--- src/rtl/sockit_spi_pkg.sv ---
// Shared definitions for the SPI transfer sequencer and the serializer:
// default sizes, IO mode encoding, FSM states, quc command layout and lane helper.
package sockit_spi_pkg;

    localparam int SDW_DEF = 32;
    localparam int SDL_DEF = 5;
    localparam int RLW_DEF = 16;

    localparam logic [1:0] IOM_3WIRE  = 2'd0;
    localparam logic [1:0] IOM_SINGLE = 2'd1;
    localparam logic [1:0] IOM_DUAL   = 2'd2;
    localparam logic [1:0] IOM_QUAD   = 2'd3;

    typedef enum logic [1:0] {
        ST_IDLE  = 2'd0,
        ST_FETCH = 2'd1,
        ST_ISSUE = 2'd2
    } seq_state_e;

    typedef struct packed {
        logic [SDL_DEF-1:0] cnt;
        logic               cke;
        logic               sso;
        logic               die;
        logic               doe;
        logic [1:0]         iom;
        logic               lst;
    } quc_t;

    // Number of data lanes driven in the given IO mode (1, 2 or 4).
    function automatic logic [2:0] lane_cnt(input logic [1:0] iom);
        logic [2:0] n;
        case (iom)
            IOM_DUAL: n = 3'd2;
            IOM_QUAD: n = 3'd4;
            default:  n = 3'd1;
        endcase
        return n;
    endfunction

endpackage

--- src/rtl/sockit_spi_seq_if.sv ---
// Request, write-data, command-queue and output-queue signals of the sequencer.
// The slave view is the sequencer itself; the master view is its environment.
interface sockit_spi_seq_if #(
    parameter int SDW = 32,
    parameter int SDL = 5,
    parameter int RLW = 16
) ();

    logic             req_vld;
    logic             req_rdy;
    logic [RLW-1:0]   req_len;
    logic [1:0]       req_iom;
    logic             req_doe;
    logic             req_die;
    logic             req_sso;
    logic             req_lst;

    logic             wdt_vld;
    logic             wdt_rdy;
    logic [SDW-1:0]   wdt_dat;

    logic             quc_vld;
    logic             quc_rdy;
    logic [SDL-1:0]   quc_cnt;
    logic             quc_cke;
    logic             quc_sso;
    logic             quc_die;
    logic             quc_doe;
    logic [1:0]       quc_iom;
    logic             quc_lst;

    logic             quo_vld;
    logic             quo_rdy;
    logic [4*SDW-1:0] quo_dat;

    logic             busy;

    modport slave (
        input  req_vld, req_len, req_iom, req_doe, req_die, req_sso, req_lst,
        input  wdt_vld, wdt_dat, quc_rdy, quo_rdy,
        output req_rdy, wdt_rdy,
        output quc_vld, quc_cnt, quc_cke, quc_sso, quc_die, quc_doe, quc_iom, quc_lst,
        output quo_vld, quo_dat, busy
    );

    modport master (
        output req_vld, req_len, req_iom, req_doe, req_die, req_sso, req_lst,
        output wdt_vld, wdt_dat, quc_rdy, quo_rdy,
        input  req_rdy, wdt_rdy,
        input  quc_vld, quc_cnt, quc_cke, quc_sso, quc_die, quc_doe, quc_iom, quc_lst,
        input  quo_vld, quo_dat, busy
    );

endinterface

--- src/rtl/sockit_spi_lmap.sv ---
// Combinational remap of one write word into the 4-lane MSB-aligned output layout.
// Lane j occupies lanes[j*SDW +: SDW]; serial cycle k is carried in bit SDW-1-k.
module sockit_spi_lmap
    import sockit_spi_pkg::*;
#(
    parameter int SDW = 32
) (
    input  logic [1:0]       iom,
    input  logic [SDW-1:0]   wrd,
    output logic [4*SDW-1:0] lanes
);

    // Spread consecutive word bits across the active lanes, MSB first.
    always_comb begin
        lanes = {(4*SDW){1'b0}};
        case (iom)
            IOM_DUAL: begin
                for (int k = 0; k < SDW/2; k++) begin
                    lanes[SDW + SDW-1-k] = wrd[SDW-1-2*k];
                    lanes[SDW-1-k]       = wrd[SDW-2-2*k];
                end
            end
            IOM_QUAD: begin
                for (int k = 0; k < SDW/4; k++) begin
                    for (int j = 0; j < 4; j++) begin
                        lanes[j*SDW + SDW-1-k] = wrd[SDW-1-4*k-(3-j)];
                    end
                end
            end
            default: begin
                lanes[SDW-1:0] = wrd;
            end
        endcase
    end

endmodule

--- src/rtl/sockit_spi_seq.sv ---
// SPI transfer sequencer: splits one request into command-queue chunks of at most
// one data word and, for writes, issues the remapped word on the output queue
// together with its command.
module sockit_spi_seq
    import sockit_spi_pkg::*;
#(
    parameter int SDW = SDW_DEF,
    parameter int SDL = SDL_DEF,
    parameter int RLW = RLW_DEF
) (
    input  logic           clk,
    input  logic           rst,
    sockit_spi_seq_if.slave bus
);

    seq_state_e       state_r, state_s;
    logic [RLW-1:0]   rem_r, rem_s;
    logic [RLW-1:0]   chunk_cur_s, cpw_s, chunk_s, chunk_m1_s;
    logic [1:0]       iom_r, iom_s;
    logic             doe_r, doe_s, die_r, die_s, sso_r, sso_s, lst_r, lst_s;
    quc_t             quc_r, quc_s;
    logic             quc_vld_r, quo_vld_r, req_rdy_r, wdt_rdy_r, busy_r;
    logic [4*SDW-1:0] quo_dat_r, lanes_s;
    logic             load_wrd_s, xfer_s;

    sockit_spi_lmap #(.SDW(SDW)) u_lmap (
        .iom   (iom_r),
        .wrd   (bus.wdt_dat),
        .lanes (lanes_s)
    );

    assign xfer_s = quc_vld_r & bus.quc_rdy & (~quo_vld_r | bus.quo_rdy);

    // Cycle count of the chunk currently offered (zero for a select-only update).
    always_comb begin
        if (quc_r.cke) begin
            chunk_cur_s = RLW'(quc_r.cnt) + RLW'(1'b1);
        end else begin
            chunk_cur_s = {RLW{1'b0}};
        end
    end

    // Next state, remaining length and latched request fields.
    always_comb begin
        state_s    = state_r;
        rem_s      = rem_r;
        iom_s      = iom_r;
        doe_s      = doe_r;
        die_s      = die_r;
        sso_s      = sso_r;
        lst_s      = lst_r;
        load_wrd_s = 1'b0;
        case (state_r)
            ST_IDLE: begin
                if (bus.req_vld && req_rdy_r) begin
                    rem_s = bus.req_len;
                    iom_s = bus.req_iom;
                    doe_s = bus.req_doe & (bus.req_len != {RLW{1'b0}});
                    die_s = bus.req_die;
                    sso_s = bus.req_sso;
                    lst_s = bus.req_lst;
                    if (doe_s) begin
                        state_s = ST_FETCH;
                    end else begin
                        state_s = ST_ISSUE;
                    end
                end else begin
                    state_s = ST_IDLE;
                end
            end
            ST_FETCH: begin
                if (bus.wdt_vld && wdt_rdy_r) begin
                    load_wrd_s = 1'b1;
                    state_s    = ST_ISSUE;
                end else begin
                    state_s = ST_FETCH;
                end
            end
            ST_ISSUE: begin
                if (xfer_s) begin
                    rem_s = rem_r - chunk_cur_s;
                    if (rem_s == {RLW{1'b0}}) begin
                        state_s = ST_IDLE;
                    end else if (doe_r) begin
                        state_s = ST_FETCH;
                    end else begin
                        state_s = ST_ISSUE;
                    end
                end else begin
                    state_s = ST_ISSUE;
                end
            end
            default: begin
                state_s = ST_IDLE;
            end
        endcase
    end

    // Command for the chunk that the next ISSUE cycle will offer.
    always_comb begin
        cpw_s = RLW'(SDW) >> (lane_cnt(iom_s) >> 1);
        if (rem_s < cpw_s) begin
            chunk_s = rem_s;
        end else begin
            chunk_s = cpw_s;
        end
        chunk_m1_s = chunk_s - RLW'(1'b1);
        quc_s.cke  = (chunk_s != {RLW{1'b0}});
        if (quc_s.cke) begin
            quc_s.cnt = chunk_m1_s[SDL-1:0];
        end else begin
            quc_s.cnt = {SDL{1'b0}};
        end
        quc_s.sso = sso_s;
        quc_s.die = die_s;
        quc_s.doe = doe_s;
        quc_s.iom = iom_s;
        quc_s.lst = lst_s & (rem_s == chunk_s);
    end

    // State, counters and registered outputs; async reset drops any partial request.
    always_ff @(posedge clk or negedge rst) begin
        if (!rst) begin
            state_r   <= ST_IDLE;
            rem_r     <= {RLW{1'b0}};
            iom_r     <= IOM_SINGLE;
            doe_r     <= 1'b0;
            die_r     <= 1'b0;
            sso_r     <= 1'b0;
            lst_r     <= 1'b0;
            quc_r     <= '{cnt: {SDL_DEF{1'b0}}, cke: 1'b0, sso: 1'b0, die: 1'b0,
                           doe: 1'b0, iom: IOM_SINGLE, lst: 1'b0};
            quc_vld_r <= 1'b0;
            quo_vld_r <= 1'b0;
            quo_dat_r <= {(4*SDW){1'b0}};
            req_rdy_r <= 1'b1;
            wdt_rdy_r <= 1'b0;
            busy_r    <= 1'b0;
        end else begin
            state_r   <= state_s;
            rem_r     <= rem_s;
            iom_r     <= iom_s;
            doe_r     <= doe_s;
            die_r     <= die_s;
            sso_r     <= sso_s;
            lst_r     <= lst_s;
            req_rdy_r <= (state_s == ST_IDLE);
            wdt_rdy_r <= (state_s == ST_FETCH);
            quc_vld_r <= (state_s == ST_ISSUE);
            quo_vld_r <= (state_s == ST_ISSUE) & doe_s;
            busy_r    <= (state_s != ST_IDLE);
            if (state_s == ST_ISSUE) begin
                quc_r <= quc_s;
            end else begin
                quc_r <= quc_r;
            end
            if (load_wrd_s) begin
                quo_dat_r <= lanes_s;
            end else begin
                quo_dat_r <= quo_dat_r;
            end
        end
    end

    assign bus.req_rdy = req_rdy_r;
    assign bus.wdt_rdy = wdt_rdy_r;
    assign bus.quc_vld = quc_vld_r;
    assign bus.quc_cnt = quc_r.cnt;
    assign bus.quc_cke = quc_r.cke;
    assign bus.quc_sso = quc_r.sso;
    assign bus.quc_die = quc_r.die;
    assign bus.quc_doe = quc_r.doe;
    assign bus.quc_iom = quc_r.iom;
    assign bus.quc_lst = quc_r.lst;
    assign bus.quo_vld = quo_vld_r;
    assign bus.quo_dat = quo_dat_r;
    assign bus.busy    = busy_r;

endmodule

--- src/flat_wrapper.sv ---
// flat-port wrapper written by rule: the top's interface ports become plain ports
module sockit_spi_seq_flat import sockit_spi_pkg::*;
#(
    parameter int SDW = SDW_DEF,
    parameter int SDL = SDL_DEF,
    parameter int RLW = RLW_DEF
)
  (clk, rst, bus_req_vld, bus_req_len, bus_req_iom, bus_req_doe, bus_req_die, bus_req_sso, bus_req_lst, bus_wdt_vld, bus_wdt_dat, bus_quc_rdy, bus_quo_rdy, bus_req_rdy, bus_wdt_rdy, bus_quc_vld, bus_quc_cnt, bus_quc_cke, bus_quc_sso, bus_quc_die, bus_quc_doe, bus_quc_iom, bus_quc_lst, bus_quo_vld, bus_quo_dat, bus_busy);
  sockit_spi_seq_if #(.SDW(SDW), .SDL(SDL), .RLW(RLW)) bus_i ();
  input  logic clk;
  input  logic rst;
  input wire logic [$bits(bus_i.req_vld)-1:0] bus_req_vld;
  input wire logic [$bits(bus_i.req_len)-1:0] bus_req_len;
  input wire logic [$bits(bus_i.req_iom)-1:0] bus_req_iom;
  input wire logic [$bits(bus_i.req_doe)-1:0] bus_req_doe;
  input wire logic [$bits(bus_i.req_die)-1:0] bus_req_die;
  input wire logic [$bits(bus_i.req_sso)-1:0] bus_req_sso;
  input wire logic [$bits(bus_i.req_lst)-1:0] bus_req_lst;
  input wire logic [$bits(bus_i.wdt_vld)-1:0] bus_wdt_vld;
  input wire logic [$bits(bus_i.wdt_dat)-1:0] bus_wdt_dat;
  input wire logic [$bits(bus_i.quc_rdy)-1:0] bus_quc_rdy;
  input wire logic [$bits(bus_i.quo_rdy)-1:0] bus_quo_rdy;
  output wire logic [$bits(bus_i.req_rdy)-1:0] bus_req_rdy;
  output wire logic [$bits(bus_i.wdt_rdy)-1:0] bus_wdt_rdy;
  output wire logic [$bits(bus_i.quc_vld)-1:0] bus_quc_vld;
  output wire logic [$bits(bus_i.quc_cnt)-1:0] bus_quc_cnt;
  output wire logic [$bits(bus_i.quc_cke)-1:0] bus_quc_cke;
  output wire logic [$bits(bus_i.quc_sso)-1:0] bus_quc_sso;
  output wire logic [$bits(bus_i.quc_die)-1:0] bus_quc_die;
  output wire logic [$bits(bus_i.quc_doe)-1:0] bus_quc_doe;
  output wire logic [$bits(bus_i.quc_iom)-1:0] bus_quc_iom;
  output wire logic [$bits(bus_i.quc_lst)-1:0] bus_quc_lst;
  output wire logic [$bits(bus_i.quo_vld)-1:0] bus_quo_vld;
  output wire logic [$bits(bus_i.quo_dat)-1:0] bus_quo_dat;
  output wire logic [$bits(bus_i.busy)-1:0] bus_busy;
  assign bus_i.req_vld = bus_req_vld;
  assign bus_i.req_len = bus_req_len;
  assign bus_i.req_iom = bus_req_iom;
  assign bus_i.req_doe = bus_req_doe;
  assign bus_i.req_die = bus_req_die;
  assign bus_i.req_sso = bus_req_sso;
  assign bus_i.req_lst = bus_req_lst;
  assign bus_i.wdt_vld = bus_wdt_vld;
  assign bus_i.wdt_dat = bus_wdt_dat;
  assign bus_i.quc_rdy = bus_quc_rdy;
  assign bus_i.quo_rdy = bus_quo_rdy;
  assign bus_req_rdy = bus_i.req_rdy;
  assign bus_wdt_rdy = bus_i.wdt_rdy;
  assign bus_quc_vld = bus_i.quc_vld;
  assign bus_quc_cnt = bus_i.quc_cnt;
  assign bus_quc_cke = bus_i.quc_cke;
  assign bus_quc_sso = bus_i.quc_sso;
  assign bus_quc_die = bus_i.quc_die;
  assign bus_quc_doe = bus_i.quc_doe;
  assign bus_quc_iom = bus_i.quc_iom;
  assign bus_quc_lst = bus_i.quc_lst;
  assign bus_quo_vld = bus_i.quo_vld;
  assign bus_quo_dat = bus_i.quo_dat;
  assign bus_busy = bus_i.busy;
  sockit_spi_seq #(.SDW(SDW), .SDL(SDL), .RLW(RLW)) u_core (.clk(clk), .rst(rst), .bus(bus_i));
endmodule
--- config.mk ---
export PLATFORM = sky130hd
export DESIGN_NAME = sockit_spi_seq_flat
export DESIGN_NICKNAME = d
export VERILOG_FILES = /design/src/rtl/sockit_spi_pkg.sv /design/src/rtl/sockit_spi_seq_if.sv /design/src/rtl/sockit_spi_lmap.sv /design/src/rtl/sockit_spi_seq.sv /design/src/flat_wrapper.sv
export SDC_FILE = /design/constraint.sdc
export NUM_CORES = 1
export LEC_CHECK = 0
export ABC_AREA = 0
export CORE_MARGIN = 2
export CORE_UTILIZATION = 29
export DETAILED_ROUTE_END_ITERATION = 16
export GPL_TIMING_DRIVEN = 0
export HOLD_SLACK_MARGIN = 0.06
export SKIP_LAST_GASP = 1
export SLEW_MARGIN = 20
export SYNTH_ARGS = -nofsm -noshare
export SYNTH_HDL_FRONTEND = slang
export SYNTH_SLANG_ARGS = --single-unit
export TNS_END_PERCENT = 1
--- constraint.sdc ---
create_clock -name clk -period 10.95 [get_ports clk]
set_input_delay 2.19 -clock clk [delete_from_list [all_inputs] [get_ports clk]]
set_output_delay 2.19 -clock clk [all_outputs]
set_load 0.03 [all_outputs]
==> results of run 1 <==
## worst paths after layout
kind                       depth (start not counted)                                end                              start  slack (ps)
hold / removal                                     2             u_core.lst_r$_DFF_PN0_             u_core.lst_r$_DFF_PN0_         470
hold reg to reg                                    2             u_core.lst_r$_DFF_PN0_             u_core.lst_r$_DFF_PN0_         470
setup reg to reg                                  22  u_core.bus.quc_cnt[2]$_DFFE_PN0P_  u_core.bus.quc_cnt[0]$_DFFE_PN0P_        6170
min in group asynchronous                          1         u_core.rem_r[11]$_DFF_PN0_                                rst        1720
setup / recovery                                  20  u_core.bus.quc_cnt[2]$_DFFE_PN0P_                        bus_req_vld        4490
max in group asynchronous                          2          u_core.iom_r[0]$_DFF_PN1_                                rst        8520
## cells in the final DEF, fill, tap and decap left out, types with 6 or more instances in the layout
cell | synthesis | layout
clkdlybuf4s50_1 | 0 | 139
a211o_1 | 6 | 6
ha_1 | 14 | 14
o21ai_0 | 83 | 83
nor2b_1 | 15 | 15
nand3_1 | 9 | 9
a22oi_1 | 9 | 9
conb_1 | 2 | 65
xnor2_1 | 6 | 6
dfrtp_1 | 102 | 102
buf_4 | 66 | 66
mux2i_1 | 12 | 12
clkbuf_1 | 32 | 33
nor2_1 | 21 | 21
clkbuf_16 | 0 | 9
a21oi_1 | 28 | 28
nand2_1 | 150 | 150
nor4_1 | 8 | 8
and2_1 | 7 | 7
nand2b_1 | 21 | 21
inv_1 | 12 | 12
or3_1 | 6 | 6
nor3_1 | 15 | 15
## final cells by class
type                            instances  area, µm²  share of cell area [%]
Buffer                                104      643.1                   7.468
Sequential cell                       105       2631                   30.55
Timing Repair Buffer                  141       1430                   16.61
Clock buffer                           10      229.0                   2.659
Inverter                               13      48.80                  0.5666
Clock inverter                          6      55.05                  0.6393
Tap cell                              275      344.1                   3.995
Multi-Input combinational cell        571       3231                   37.51
## per-layer routing
metal | track usage (%) | vias to the layer above | part of all wire, %
li1 | - | 2856 | -
met1 | 22.45 | 2747 | 41
met2 | 30.20 | 252 | 47
met3 | 6.138 | 24 | 10
met4 | 4.537 | 0 | 1.5
met5 | 0 | - | 0
## worst max-delay path, cell delays in order
cell and delay [ps]:
clkdlybuf4s50_1 540, nor4bb_1 220, clkbuf_1 370, clkbuf_1 560, mux2i_1 450, inv_1 120
nand2_1 120, ha_1 240, o21a_1 100, o21a_1 160, o21ai_0 150, nand2b_1 120
or3_4 350, nor2_2 180, nand2_1 130, ha_1 200, and2_1 140, nand4_1 120
and2_1 190, a22o_1 130
## kinds of logic (layout without fill, tap and decap cells)
logic type / after synthesis / count (layout)
AND/OR/NAND/NOR: 285 / 285
AO/OA/AOI/OAI: 187 / 187
buffers and inverters: 117 / 274
flip-flops: 105 / 105
adder cells (fa/ha/maj): 15 / 15
multiplexers: 12 / 12
XOR/XNOR: 7 / 7
other: 2 / 65
## power by group through the flow
stage | sequential, mW | clock, mW | combinational [mW]
floorplan | 0.919 | 0 | 0.789
CTS | 0.690 | 0.334 | 1.59
finish | 0.690 | 0.328 | 1.59
global route | 0.715 | 0.348 | 1.74
detailed placement | 0.693 | 0 | 1.59
global placement | 0.695 | 0 | 1.58
## state kept, by name (all words and copies together), names as in the netlist, 2 cells and up
name                cells
u_core.bus.quo_dat     64
u_core.rem_r           16
u_core.bus.quc_cnt      5
u_core.bus.quc_iom      2
u_core.iom_r            2
u_core.state_r          2
==> results by group, run 1 <==
Clocking
  • Clock Latency Late Sink: 360 ps
  • Clock root cell: clkbuf_16
  • # hold bufs at CTS: 0
  • CTS tree: yes
  • Post-CTS setup buffers: 0
  • Resized Gates After CTS: 0
  • H-tree depth: 3
  • Max Buffers Root-to-Sink: 2
  • CTS buffer count: 9
  • Num Clock Sinks: 105
  • Reg clk slew, reported paths: 80 ps

Timing
  • Setup ws final: 4491 ps
  • Skew final: 13.93 ps
  • RSZ-0062 raised after global routing: no
  • Max Clk Rate: 154.8 MHz
  • Count of pins over their slew limit: 0
  • Worst Tran Pin Value: 978.7 ps
  • Post-layout min period: 6459 ps
  • Setup TNS: 0 ps
  • Fin crit share: 58.99%
  • Hold Slack: 474.9 ps
  • Hold Vio Cnt, Final: 0
  • Setup Viol. Count Final: 0
  • Worst rel slew slack: 34.25%

Final layout
  • Fill count: 2,191
  • Fin util: 40.58%
  • Non-Filler Instances: 1,225
  • Post-route design area: 8612 µm²
  • Share of layout cells above drive strength 1: 11.68%
  • Final net count: 1,020
  • Area grow syn2layout: 36.32%
  • Diodes inserted: 0

Floorplan
  • I/O pin count: 205
  • Full die area: 22,980 µm²
  • Row count: 53
  • Die Wd: 151.6 µm
  • Core area: 21,220 µm²
  • Die Span Y: 151.6 µm
  • Initial Util: 29.77%

Placed design
  • PortBufs: 140
  • DP Cell Count: 1,209
  • Post-place setup slack: 4167 ps
  • RD Place Congestion: 0.8781
  • Placed Instance Area: 8328 µm²
  • Detailed placement HPWL: 16.20 mm

Power and ir drop
  • Net Sw Frac: 49.26%
  • Pleak: 3.726 nW
  • Internal Power: 1.324 mW
  • Share of power burned in the clock network: 12.6%
  • Sequential share of power: 26.4%
  • Comb pwr share: 61.0%
  • Post-layout power: 2.610 mW
  • Peak supply drop: 130.9 µV
  • P_sw: 1.286 mW
  • Power Density: 303.0 nW/µm²

Logic synthesis
  • Most frequent cells after synthesis: nand2_1 (150), dfrtp_1 (102), o21ai_0 (83)
  • Asr flop ratio synth: 100.0%
  • Yosys Warn Count: 0
  • Yosys top cell by area: dfrtp_1
  • Post-synth EDFFs: 0
  • Largest family of logic cells by synthesized area: simple AND/OR/NAND/NOR gates
  • Post-synthesis cell area: 6317 µm²
  • #FFs+latches synth: 105
  • Post-Synthesis Cells: 730
  • Synth Area in Simple Gates: 22.26%
  • Register area share after synthesis: 41.65%
  • Most used flip-flop cell after synthesis: dfrtp_1
  • Synth Area in Compound Gates: 19.05%
  • Post-synthesis mux area share: 1.901%
  • Synth unique cells: 76
  • Synth Area in XOR/XNOR: 0.9705%
  • Adder-cell share of the synthesized area: 3.090%
  • Largest cells by area after synthesis: dfrtp_1 (40%), nand2_1 (8.9%), buf_4 (7.8%), o21ai_0 (6.6%), ha_1 (2.8%)
  • Mean Syn Cell Area: 8.654 µm²
  • Top cell type's share of synthesized area: 40.40%
  • Most common cell in the netlist: nand2_1

Global route
  • Initial antenna violation count: 0
  • Gr ovfl total: 0
  • Number of global-route vias before repair: 5,564
  • Global-route wire length before repair: 31.55 mm
  • Pin count of the biggest net entering global routing: 73
  • Gr usage total: 18.07%

Detailed routing
  • DRT antenna net count: 0
  • Starting DRT DRC Count: 393
  • DRC Markers: 0
  • Routed len/inst: 16.99 µm
  • Routed Wire Length: 20.81 mm
  • DRT Pass-1 Iters: 6
  • Via-to-Cell Ratio: 4.799
  • Via count: 5,879

Outcome
  • Status: finished clean

Worst setup path
  • Arr. time, crit path: 6760 ps
  • Crit-path max FO: 10
  • CP Data Required Time: 11,250 ps
  • Critical path class: input pin to register
  • Critical Path Source Type: input pin
  • Crit. End Element: register

Flow run
  • Max cap viols: 0

Hold path
  • Hold Path Class: register to register
(Power assumes the default switching activity.)
==> inputs of run 2 (changes only) <==
- clock period: 10.95 -> 6.05 ns (I/O delays scaled with it)
==> results of run 2 <==
The final DEF is identical to that of run 1. Status: finished clean.
Among the figures that moved: setup slack after placement 4167 ps -> 247.4 ps; setup slack after layout 4491 ps -> 570.8 ps; register-to-register setup slack 6170 ps -> 1270 ps; total power 2.610 mW -> 4.723 mW; worst IR drop on VDD 130.9 µV -> 236.9 µV
